## src/rtl/tile_config_loader_if.sv

```systemverilog
// tile_config_loader_if
// Purpose : groups the fabric-side configuration bus of one tile config loader.
// Signals : config_start  - one-cycle frame start pulse
//           config_enable - shift enable, one shift per cycle while high
//           config_in     - serial data, bit l feeds lane l
//           config_commit - shadow-latch request (CONFIG_SHADOW_EN builds)
//           config_out    - per-lane daisy-chain output
//           config_data   - configuration bus to the logic tile
//           config_done   - frame complete
//           config_error  - sticky commit-before-done flag
// Modports: master drives the bus (fabric side), slave is the loader.
interface tile_config_loader_if #(
  parameter int CONFIG_WIDTH = 524,
  parameter int LANES        = 1
);
  logic                    config_start;
  logic                    config_enable;
  logic [LANES-1:0]        config_in;
  logic                    config_commit;
  logic [LANES-1:0]        config_out;
  logic [CONFIG_WIDTH-1:0] config_data;
  logic                    config_done;
  logic                    config_error;

  modport master (
    output config_start, config_enable, config_in, config_commit,
    input  config_out, config_data, config_done, config_error
  );

  modport slave (
    input  config_start, config_enable, config_in, config_commit,
    output config_out, config_data, config_done, config_error
  );
endinterface

```

## src/rtl/tile_config_loader.sv

```systemverilog
// tile_config_loader
// Purpose : loads a tile configuration frame over LANES parallel serial
//           sub-chains, counts shifts from config_start, flags completion and
//           exposes per-lane daisy-chain outputs for cascading tiles.
// Ports   : clock  - rising-edge clock
//           nreset - synchronous active-low reset
//           cfg    - tile_config_loader_if.slave configuration bus
// Option  : define CONFIG_SHADOW_EN to drive config_data from a shadow
//           register updated by config_commit (with config_error reporting).
//           Undefined: config_data is the shift register, commit ignored,
//           config_error tied low.
module tile_config_loader #(
  parameter int CONFIG_WIDTH = 524,
  parameter int LANES        = 1
) (
  input  logic                 clock,
  input  logic                 nreset,
  tile_config_loader_if.slave  cfg
);

  localparam int DEPTH = CONFIG_WIDTH / LANES;
  localparam int CNT_W = $clog2(DEPTH + 1);
  localparam logic [CNT_W-1:0] DEPTH_C = CNT_W'(DEPTH);

  if ((CONFIG_WIDTH % LANES) != 0) begin : g_width_check
    $error("tile_config_loader: CONFIG_WIDTH must be a multiple of LANES");
  end

  typedef enum logic [1:0] {
    IDLE = 2'd0,
    LOAD = 2'd1,
    DONE = 2'd2
  } state_t;

  state_t                  r_state, w_state_next;
  logic [CNT_W-1:0]        r_cnt, w_cnt_next;
  logic                    r_done, w_done_next;
  logic [CONFIG_WIDTH-1:0] r_sr, w_sr_next;

  // Each lane is an independent chain: new bit enters at the lane's LSB.
  for (genvar l = 0; l < LANES; l++) begin : g_lane
    if (DEPTH == 1) begin : g_single
      assign w_sr_next[l*DEPTH] = cfg.config_in[l];
    end else begin : g_chain
      assign w_sr_next[l*DEPTH +: DEPTH] =
        {r_sr[l*DEPTH +: DEPTH-1], cfg.config_in[l]};
    end
    assign cfg.config_out[l] = r_sr[l*DEPTH + DEPTH - 1];
  end

  // Data always passes through, independent of the frame state.
  always_ff @(posedge clock) begin
    if (!nreset) begin
      r_sr <= '0;
    end else if (cfg.config_enable) begin
      r_sr <= w_sr_next;
    end
  end

  always_ff @(posedge clock) begin
    if (!nreset) begin
      r_state <= IDLE;
      r_cnt   <= '0;
      r_done  <= 1'b0;
    end else begin
      r_state <= w_state_next;
      r_cnt   <= w_cnt_next;
      r_done  <= w_done_next;
    end
  end

  always_comb begin
    w_state_next = r_state;
    w_cnt_next   = r_cnt;
    w_done_next  = r_done;
    if (cfg.config_start) begin
      // A shift coincident with start is the first counted shift of the new
      // frame; for a one-deep frame that shift already completes it.
      w_cnt_next = cfg.config_enable ? CNT_W'(1) : '0;
      if (cfg.config_enable && (DEPTH == 1)) begin
        w_state_next = DONE;
        w_done_next  = 1'b1;
      end else begin
        w_state_next = LOAD;
        w_done_next  = 1'b0;
      end
    end else begin
      case (r_state)
        IDLE: begin
          w_cnt_next  = '0;
          w_done_next = 1'b0;
        end
        LOAD: begin
          if (cfg.config_enable) begin
            w_cnt_next = r_cnt + CNT_W'(1);
            if (w_cnt_next == DEPTH_C) begin
              w_state_next = DONE;
              w_done_next  = 1'b1;
            end
          end
        end
        DONE: begin
          w_cnt_next  = DEPTH_C;
          w_done_next = 1'b1;
        end
        default: begin
          w_state_next = IDLE;
          w_cnt_next   = '0;
          w_done_next  = 1'b0;
        end
      endcase
    end
  end

  assign cfg.config_done = r_done;

`ifdef CONFIG_SHADOW_EN
  logic [CONFIG_WIDTH-1:0] r_shadow;
  logic                    r_error;

  // Start has priority over commit: a commit in the start cycle is dropped.
  always_ff @(posedge clock) begin
    if (!nreset) begin
      r_shadow <= '0;
      r_error  <= 1'b0;
    end else if (cfg.config_start) begin
      r_error <= 1'b0;
    end else if (cfg.config_commit) begin
      if (r_done) begin
        r_shadow <= r_sr;
      end else begin
        r_error <= 1'b1;
      end
    end
  end

  assign cfg.config_data  = r_shadow;
  assign cfg.config_error = r_error;
`else
  logic w_unused_commit;
  assign w_unused_commit  = cfg.config_commit;
  assign cfg.config_data  = r_sr;
  assign cfg.config_error = 1'b0;
`endif

endmodule

```

## src/flat_wrapper.sv

```systemverilog
// flat-port wrapper written by rule: the top's interface ports become plain ports
module tile_config_loader_flat 
#(
  parameter int CONFIG_WIDTH = 524,
  parameter int LANES        = 1
)
  (clock, nreset, cfg_config_start, cfg_config_enable, cfg_config_in, cfg_config_commit, cfg_config_out, cfg_config_data, cfg_config_done, cfg_config_error);
  tile_config_loader_if #(.CONFIG_WIDTH(CONFIG_WIDTH), .LANES(LANES)) cfg_i ();
  input  logic clock;
  input  logic nreset;
  input wire logic [$bits(cfg_i.config_start)-1:0] cfg_config_start;
  input wire logic [$bits(cfg_i.config_enable)-1:0] cfg_config_enable;
  input wire logic [$bits(cfg_i.config_in)-1:0] cfg_config_in;
  input wire logic [$bits(cfg_i.config_commit)-1:0] cfg_config_commit;
  output wire logic [$bits(cfg_i.config_out)-1:0] cfg_config_out;
  output wire logic [$bits(cfg_i.config_data)-1:0] cfg_config_data;
  output wire logic [$bits(cfg_i.config_done)-1:0] cfg_config_done;
  output wire logic [$bits(cfg_i.config_error)-1:0] cfg_config_error;
  assign cfg_i.config_start = cfg_config_start;
  assign cfg_i.config_enable = cfg_config_enable;
  assign cfg_i.config_in = cfg_config_in;
  assign cfg_i.config_commit = cfg_config_commit;
  assign cfg_config_out = cfg_i.config_out;
  assign cfg_config_data = cfg_i.config_data;
  assign cfg_config_done = cfg_i.config_done;
  assign cfg_config_error = cfg_i.config_error;
  tile_config_loader #(.CONFIG_WIDTH(CONFIG_WIDTH), .LANES(LANES)) u_core (.clock(clock), .nreset(nreset), .cfg(cfg_i));
endmodule
```

## config.mk

```make
export PLATFORM = sky130hd
export DESIGN_NAME = tile_config_loader_flat
export DESIGN_NICKNAME = d
export VERILOG_FILES = /design/src/rtl/tile_config_loader_if.sv /design/src/rtl/tile_config_loader.sv /design/src/flat_wrapper.sv
export SDC_FILE = /design/constraint.sdc
export NUM_CORES = 1
export LEC_CHECK = 0
export BUFFER_PORTS_ARGS = -buffer_cell sky130_fd_sc_hd__buf_2
export CAP_MARGIN = 20
export CORE_MARGIN = 2
export CORE_UTILIZATION = 40
export DETAILED_ROUTE_END_ITERATION = 10
export PLACE_DENSITY = 0.72
export SLEW_MARGIN = 20
export SYNTH_ARGS = -nofsm -noshare
export SYNTH_HDL_FRONTEND = slang
export SYNTH_SLANG_ARGS = --single-unit
```

## constraint.sdc

```tcl
create_clock -name clock -period 3.6 [get_ports clock]
set_input_delay 0.54 -clock clock [delete_from_list [all_inputs] [get_ports clock]]
set_output_delay 0.54 -clock clock [all_outputs]
set_load 0.05 [all_outputs]
```

# ---- Word level (Yosys, flattened, before mapping)
# Cells that the tools add are included.
dict set report word_totals {
  in_bits 6
  reg_bits 537
  word_cells 33
  out_inout_bits 527
}
dict set report classes {
  n_reduce_logical 6
  eq_ne 8
  add_sub_neg 1
  muxes 11
  n_bitwise 2
}
# operator n
set op_table {}
lappend op_table {{two-way mux 10 bit} 2}
lappend op_table {{case mux 10 bit (2 select lines)} 1}
lappend op_table {{adder 10 x 1 -> 10 bit, second input constant} 1}
lappend op_table {{== test 10 bit, second input constant} 1}
lappend op_table {{AND reduction 3 bit} 2}
lappend op_table {{two-way mux 1 bit} 4}
lappend op_table {{two-way mux 2 bit} 2}
lappend op_table {{!= test 2 x 1 -> 1 bit, second input constant} 2}
lappend op_table {{case mux 2 bit (2 select lines)} 1}
lappend op_table {{OR reduction 2 bit} 2}
lappend op_table {{!= test 3 x 2 -> 1 bit, second input constant} 1}
lappend op_table {{!= test 3 bit, second input constant} 1}
lappend op_table {{== test 2 x 1 -> 1 bit, second input constant} 1}
lappend op_table {{== test 2 bit, second input constant} 1}
lappend op_table {{zero test 2 bit} 1}
lappend op_table {{!= test 2 bit, second input constant} 1}
lappend op_table {{NOT 1 bit} 2}
lappend op_table {{case mux 1 bit (2 select lines)} 1}
lappend op_table {{AND reduction 2 bit} 1}

# ---- Logic depth before layout (Yosys ltp)
dict set report logic_depth {
  ltp_word 6
  ltp_mapped 7
  ltp_nobuf 6
}

# ---- Worst setup path after synthesis
# No wires, ideal clock.
dict set report synth_path {
  path_type {register -> register}
  startpoint {register u_core.r_cnt[0]}
  endpoint {register u_core.r_done, in the netlist u_core.cfg.config_done}
  arrival_ns 1.532
  required_ns 3.484
  path_stages_with_launch 6
  setup_time_ns 0.116
  path_buffers 0
  path_slack_ns 1.953
  synth_period_minus_slack_ns 1.647
  cell_sequence {dfxtp_1 > ha_1 > or4b_4 > o31ai_4 > mux2i_1 > nor2_1}
}
dict set report synth_between {
  elab_chain_cells 4
}
# element line_no
set synth_lines {}
lappend synth_lines {{from (decl)} tile_config_loader.sv:36} ;# logic [CNT_W-1:0] r_cnt, w_cnt_next;
lappend synth_lines {{from (signal assigned)} tile_config_loader.sv:67} ;# r_cnt <= w_cnt_next;
lappend synth_lines {{adder 10 x 1 -> 10 bit} tile_config_loader.sv:95} ;# w_cnt_next = r_cnt + CNT_W'(1);
lappend synth_lines {{== test 10 bit} tile_config_loader.sv:96} ;# if (w_cnt_next == DEPTH_C) begin
lappend synth_lines {{!= test 2 x 1 -> 1 bit (no source line)} n/a}
lappend synth_lines {{AND reduction 2 bit (no source line)} n/a}
lappend synth_lines {{to (signal assigned)} tile_config_loader.sv:68} ;# r_done <= w_done_next;
lappend synth_lines {{to (decl)} tile_config_loader.sv:37} ;# logic r_done, w_done_next;
# Every way passes these cells.
# A chain may end at the register's enable or synchronous reset.

# ---- Worst setup path after layout
dict set report layout_path {
  startpoint {register u_core.r_sr[296], in the netlist u_core.cfg.config_data[296]}
  endpoint {output port cfg_config_data[296]}
}
# element line_no
set layout_lines {}
lappend layout_lines {{from (decl)} tile_config_loader.sv:38} ;# logic [CONFIG_WIDTH-1:0] r_sr, w_sr_next;
lappend layout_lines {{from (signal assigned)} tile_config_loader.sv:56} ;# r_sr <= w_sr_next;
lappend layout_lines {{to (decl)} flat_wrapper.sv:16} ;# output wire logic [$bits(cfg_i.config_data)-1:0] cfg_config_data;
# No word-level cell between the ends.

==> metrics.md <==
| Metric | Value |
|---|---|
| Pin count of the biggest net entering global routing | 164 |
| Starting DRC count in detailed routing | 600 |
| Hold-fix buffers at CTS | 0 |
| Kind of end point of the critical path | output pin |
| Ratio of cells with drive above 1 in the final layout | 27.79% |
| Initial DRT Pass Iterations | 4 |
| Highest routed layer | met4 |
| Critical path's slowest cell | sky130_fd_sc_hd__dfxtp_1 |
| Hold Path Origin | cfg_config_in |
| Number of cells after detailed placement | 2,886 |
| Pleak | 11.93 nW |
| Area growth from synthesis to layout | 24.45% |
| Number of violations of the max-capacitance limit | 0 |
| Clk_lat worst skew | 0.58 ns |
| Seq cells post-synth | 537 |
| Number of top-level design ports | 533 |
| Launch instance of the worst register-to-register path | u_core.r_state[1] |
| Area of the multi-input gates | 9061 um2 |
| Ant. Diodes | 0 |
| Number of sinks handled by clock tree synthesis | 537 |
| Vias in the first global route | 13,620 |
| Kind of launch point of the worst setup path | register |
| H-tree depth | 2 |
| Category of the critical setup timing path | reg -> out |
| Inserted Clock Buffers | 54 |
| Top cells by area, synth | sky130_fd_sc_hd__dfxtp_1, sky130_fd_sc_hd__mux2i_1, sky130_fd_sc_hd__nor2b_1, sky130_fd_sc_hd__buf_2, sky130_fd_sc_hd__clkbuf_1 |
| Total routed wirelength | 47.87 mm |
| Critical path's largest stage delay | 0.57 ns |
| Clock period minus final worst setup slack | 2.053 ns |
| Antenna violations before repair | 0 |
| Worst endpoint required time | 3.06 ns |
| Most common cell after layout, fill and taps aside | sky130_fd_sc_hd__dfxtp_1 |
| Reg2Reg Depth | 5 |
| Crit path max-delay family | flip-flops |
| Met2 wirelength from detailed routing | 22.32 mm |
| Buffers inserted during post-CTS setup optimization | 0 |
| IR drop worst, VDD | 434.6 uV |
| Slew at the pin with the worst max-slew slack | 0.9060 ns |
| RSZ-0062 raised after global routing | no |
| Number of distinct library cells after synthesis | 39 |
| Cell chosen for the clock root | sky130_fd_sc_hd__clkbuf_16 |
| Post-synthesis instance area | 20,410 um2 |
| Switching Power | 2.566 mW |
| Post-Route M1 WL | 20.42 mm |
| Final #Nets | 2,280 |
| Relative contribution of sequential cells to total power | 49.1% |
| First-pass GRT wire length | 74.73 mm |
| Per-cell routed wire length | 16.03 um |
| Relative slew slack | 39.60% |
| Area inside the core boundary | 50,270 um2 |
| Setup tns final | 0 ns |
| Count of input and output buffers | 530 |
| Number of cells produced by synthesis | 1,790 |
| Upper clock frequency limit | 487.0 MHz |
| Crit path max fanout | 3 |
| Top library cells by usage in the layout, fill and taps aside | sky130_fd_sc_hd__dfxtp_1, sky130_fd_sc_hd__nor2b_1, sky130_fd_sc_hd__buf_2 |
| Detailed-route DRC error count | 0 |
| Worst R2R End | u_core.r_cnt[8] |
| Number of buffers and inverters on the critical path | 1 |
| Die Height | 229.9 um |
| Max clock buf depth | 3 |
| Relative contribution of the clock network to total power | 47.0% |
| Via count normalized by instance count | 4.706 |
| Number of cells on the worst hold path | 3 |
| Area used by sequential logic in the layout | 10,750 um2 |
| Worst hold path class | in -> reg |
| Total routing usage reported by global routing | 17.18% |
| Flop2flop setup slack | 1.72 ns |
| Total number of vias | 14,050 |
| Width of the die | 229.9 um |
| Clock tree from TritonCTS | built |
| Hold worst-path end | u_core.cfg.config_data[0] |
| Portion of total power attributed to combinational logic | 3.9% |
| Cell type with the largest total area after synthesis | sky130_fd_sc_hd__dfxtp_1 |
| Metal3 WL | 3.526 mm |
| Die outline area | 52,860 um2 |
| Final setup violation count | 0 |
| Number of hold violations in the final report | 0 |
| Area fraction of the dominant cell type after synthesis | 52.66% |
| Clock transition at path regs | 0.06 ns |
| Count of placed standard cells in the final layout, fillers left out | 2,986 |
| Final worst hold slack | 0.2459 ns |
| Number of nets with antenna violations after routing | 0 |
| Post-cts repair resize count | 0 |
| Outcome | complete, no violations |
| Mapped Nets | 1,800 |
| Share of the cycle needed by the critical path after routing | 57.04% |
| RePlAce Congestion | 0.8172 |
| Sw Share | 21.17% |
| Layout fillers | 4,584 |
| Leftover overflow at the end of global routing | 0 |
| Initial cell density of the core | 40.61% |
| Synth warnings | 0 |
| Count of final max-slew check failures | 0 |
| Internal power contribution | 9.552 mW |
| CP cell instances | buf_2 |
| Sequential area share after synthesis | 52.66% |
| Worst Path Arrival | 1.51 ns |
| Setup clock skew after layout | 0.01371 ns |
| Synthesized area divided by synthesized cell count | 11.40 um2 |
| Fin area | 25,410 um2 |
| Detailed Place HPWL | 33.06 mm |
| Power density cells | 477.0 nW/um2 |
| Rows | 82 |
| Area post-placement | 23,580 um2 |
-- cell families (layout without fill, tap and decap cells) --
| kind of cell | Yosys count | count (layout) | share of synthesized area (%) |
|---|---|---|---|
| xor gates and xnor gates | 1 | 1 | 0.04291 |
| adders and majority gates | 4 | 4 | 0.2452 |
| and+or+nand+nor | 565 | 565 | 17.39 |
| DFF | 537 | 537 | 52.66 |
| muxes | 525 | 525 | 25.74 |
| AOI/OAI and AO/OA | 29 | 29 | 0.9500 |
| other | 1 | 1 | 0.01837 |
| buffers and inverters | 128 | 652 | 2.954 |
-- flip-flops by register name (all words and copies together), names as in the netlist --
register / count
u_core.r_state: 2
u_core.r_cnt: 10
u_core.cfg.config_done: 1
u_core.cfg.config_data: 524
-- power groups by stage --
stage / Sequential [mW] / Clock [mW] / Combinational [mW]
2_1_floorplan: 6.09 / 0 / 0.403
3_3_place_gp: 6.08 / 0 / 0.465
3_5_place_dp: 6.08 / 0 / 0.470
4_1_cts: 5.95 / 5.87 / 0.471
5_1_grt: 5.94 / 6.08 / 0.496
6_report: 5.95 / 5.70 / 0.470
-- tightest hold or removal path: cells and delay by family --
kind | cells | cell delay, ns
AND/OR/NAND/NOR | 1 | 0.11
multiplexers | 1 | 0.06
buffers and inverters | 1 | 0.08
-- stage by stage --
stage / utilization, % / worst slack (ns) / power [mW]
after global routing: 50.54 / 1.479 / 12.52
after floorplan: - / 1.953 / 6.488
final: 50.54 / 1.547 / 12.12
after detailed placement: 46.90 / 1.554 / 6.550
after CTS: 50.54 / 1.476 / 12.29
after global placement: 46.90 / 1.591 / 6.545
-- worst max-delay path by stage --
| stage | startpoint | end | slack (ns) | cells past startpoint |
|---|---|---|---|---|
| 3_3_place_gp | cfg_config_enable | u_core.cfg.config_data[302] | 1.59 | 4 |
| 5_1_grt | u_core.cfg.config_data[296] | cfg_config_data[296] | 1.48 | 1 |
| 3_5_place_dp | cfg_config_enable | u_core.cfg.config_data[273] | 1.55 | 4 |
| 6_report | u_core.cfg.config_data[296] | cfg_config_data[296] | 1.55 | 1 |
| 2_1_floorplan | u_core.r_cnt[0] | u_core.cfg.config_done | 1.95 | 5 |
| 4_1_cts | u_core.cfg.config_data[296] | cfg_config_data[296] | 1.48 | 1 |
-- cell usage after synthesis --
cell                        instances
sky130_fd_sc_hd__a41oi_1            2
sky130_fd_sc_hd__nand2_1            3
sky130_fd_sc_hd__and2_1             2
sky130_fd_sc_hd__clkbuf_1          62
sky130_fd_sc_hd__nor2_1             2
sky130_fd_sc_hd__or3_1              1
sky130_fd_sc_hd__a21oi_1            7
sky130_fd_sc_hd__o31ai_1            2
sky130_fd_sc_hd__nand2b_1           3
sky130_fd_sc_hd__buf_6              1
sky130_fd_sc_hd__and4_1             1
sky130_fd_sc_hd__clkbuf_8           2
sky130_fd_sc_hd__nor3b_1            4
sky130_fd_sc_hd__buf_4              2
sky130_fd_sc_hd__nand4b_2           1
sky130_fd_sc_hd__dfxtp_1          537
sky130_fd_sc_hd__mux2i_1          525
sky130_fd_sc_hd__nand4_1            2
sky130_fd_sc_hd__a21boi_0           5
sky130_fd_sc_hd__nor2b_1          528
sky130_fd_sc_hd__conb_1             1
sky130_fd_sc_hd__nor3_1             3
sky130_fd_sc_hd__ha_1               4
sky130_fd_sc_hd__or4_1              2
sky130_fd_sc_hd__o31ai_4            1
sky130_fd_sc_hd__and3_1             1
sky130_fd_sc_hd__a22oi_1            1
sky130_fd_sc_hd__nand3b_1           3
sky130_fd_sc_hd__a2111oi_0          1
sky130_fd_sc_hd__inv_1              3
sky130_fd_sc_hd__nor4_2             1
sky130_fd_sc_hd__a31oi_1            1
sky130_fd_sc_hd__nand3_1            6
sky130_fd_sc_hd__or3b_2             1
sky130_fd_sc_hd__xnor2_1            1
sky130_fd_sc_hd__buf_12             1
sky130_fd_sc_hd__o21ai_0            9
sky130_fd_sc_hd__buf_2             57
sky130_fd_sc_hd__or4b_4             1
-- metal layers --
| metal | up-vias | track usage, % |
|---|---|---|
| li1 | 6929 | - |
| met1 | 6633 | 20.68 |
| met2 | 392 | 28.40 |
| met3 | 98 | 5.580 |
| met4 | 0 | 6.734 |
| met5 | - | 0 |
-- cell type report --
cell class / instances / area share (%)
timing repair buffer: 549 / 11.47
sequential: 537 / 42.31
clock inverter: 22 / 0.8766
clock buffer: 78 / 6.318
tap: 672 / 3.309
multi-input combinational: 1125 / 35.66
inverter: 3 / 0.04432
Note: power is estimated with default switching activity, not from simulation.
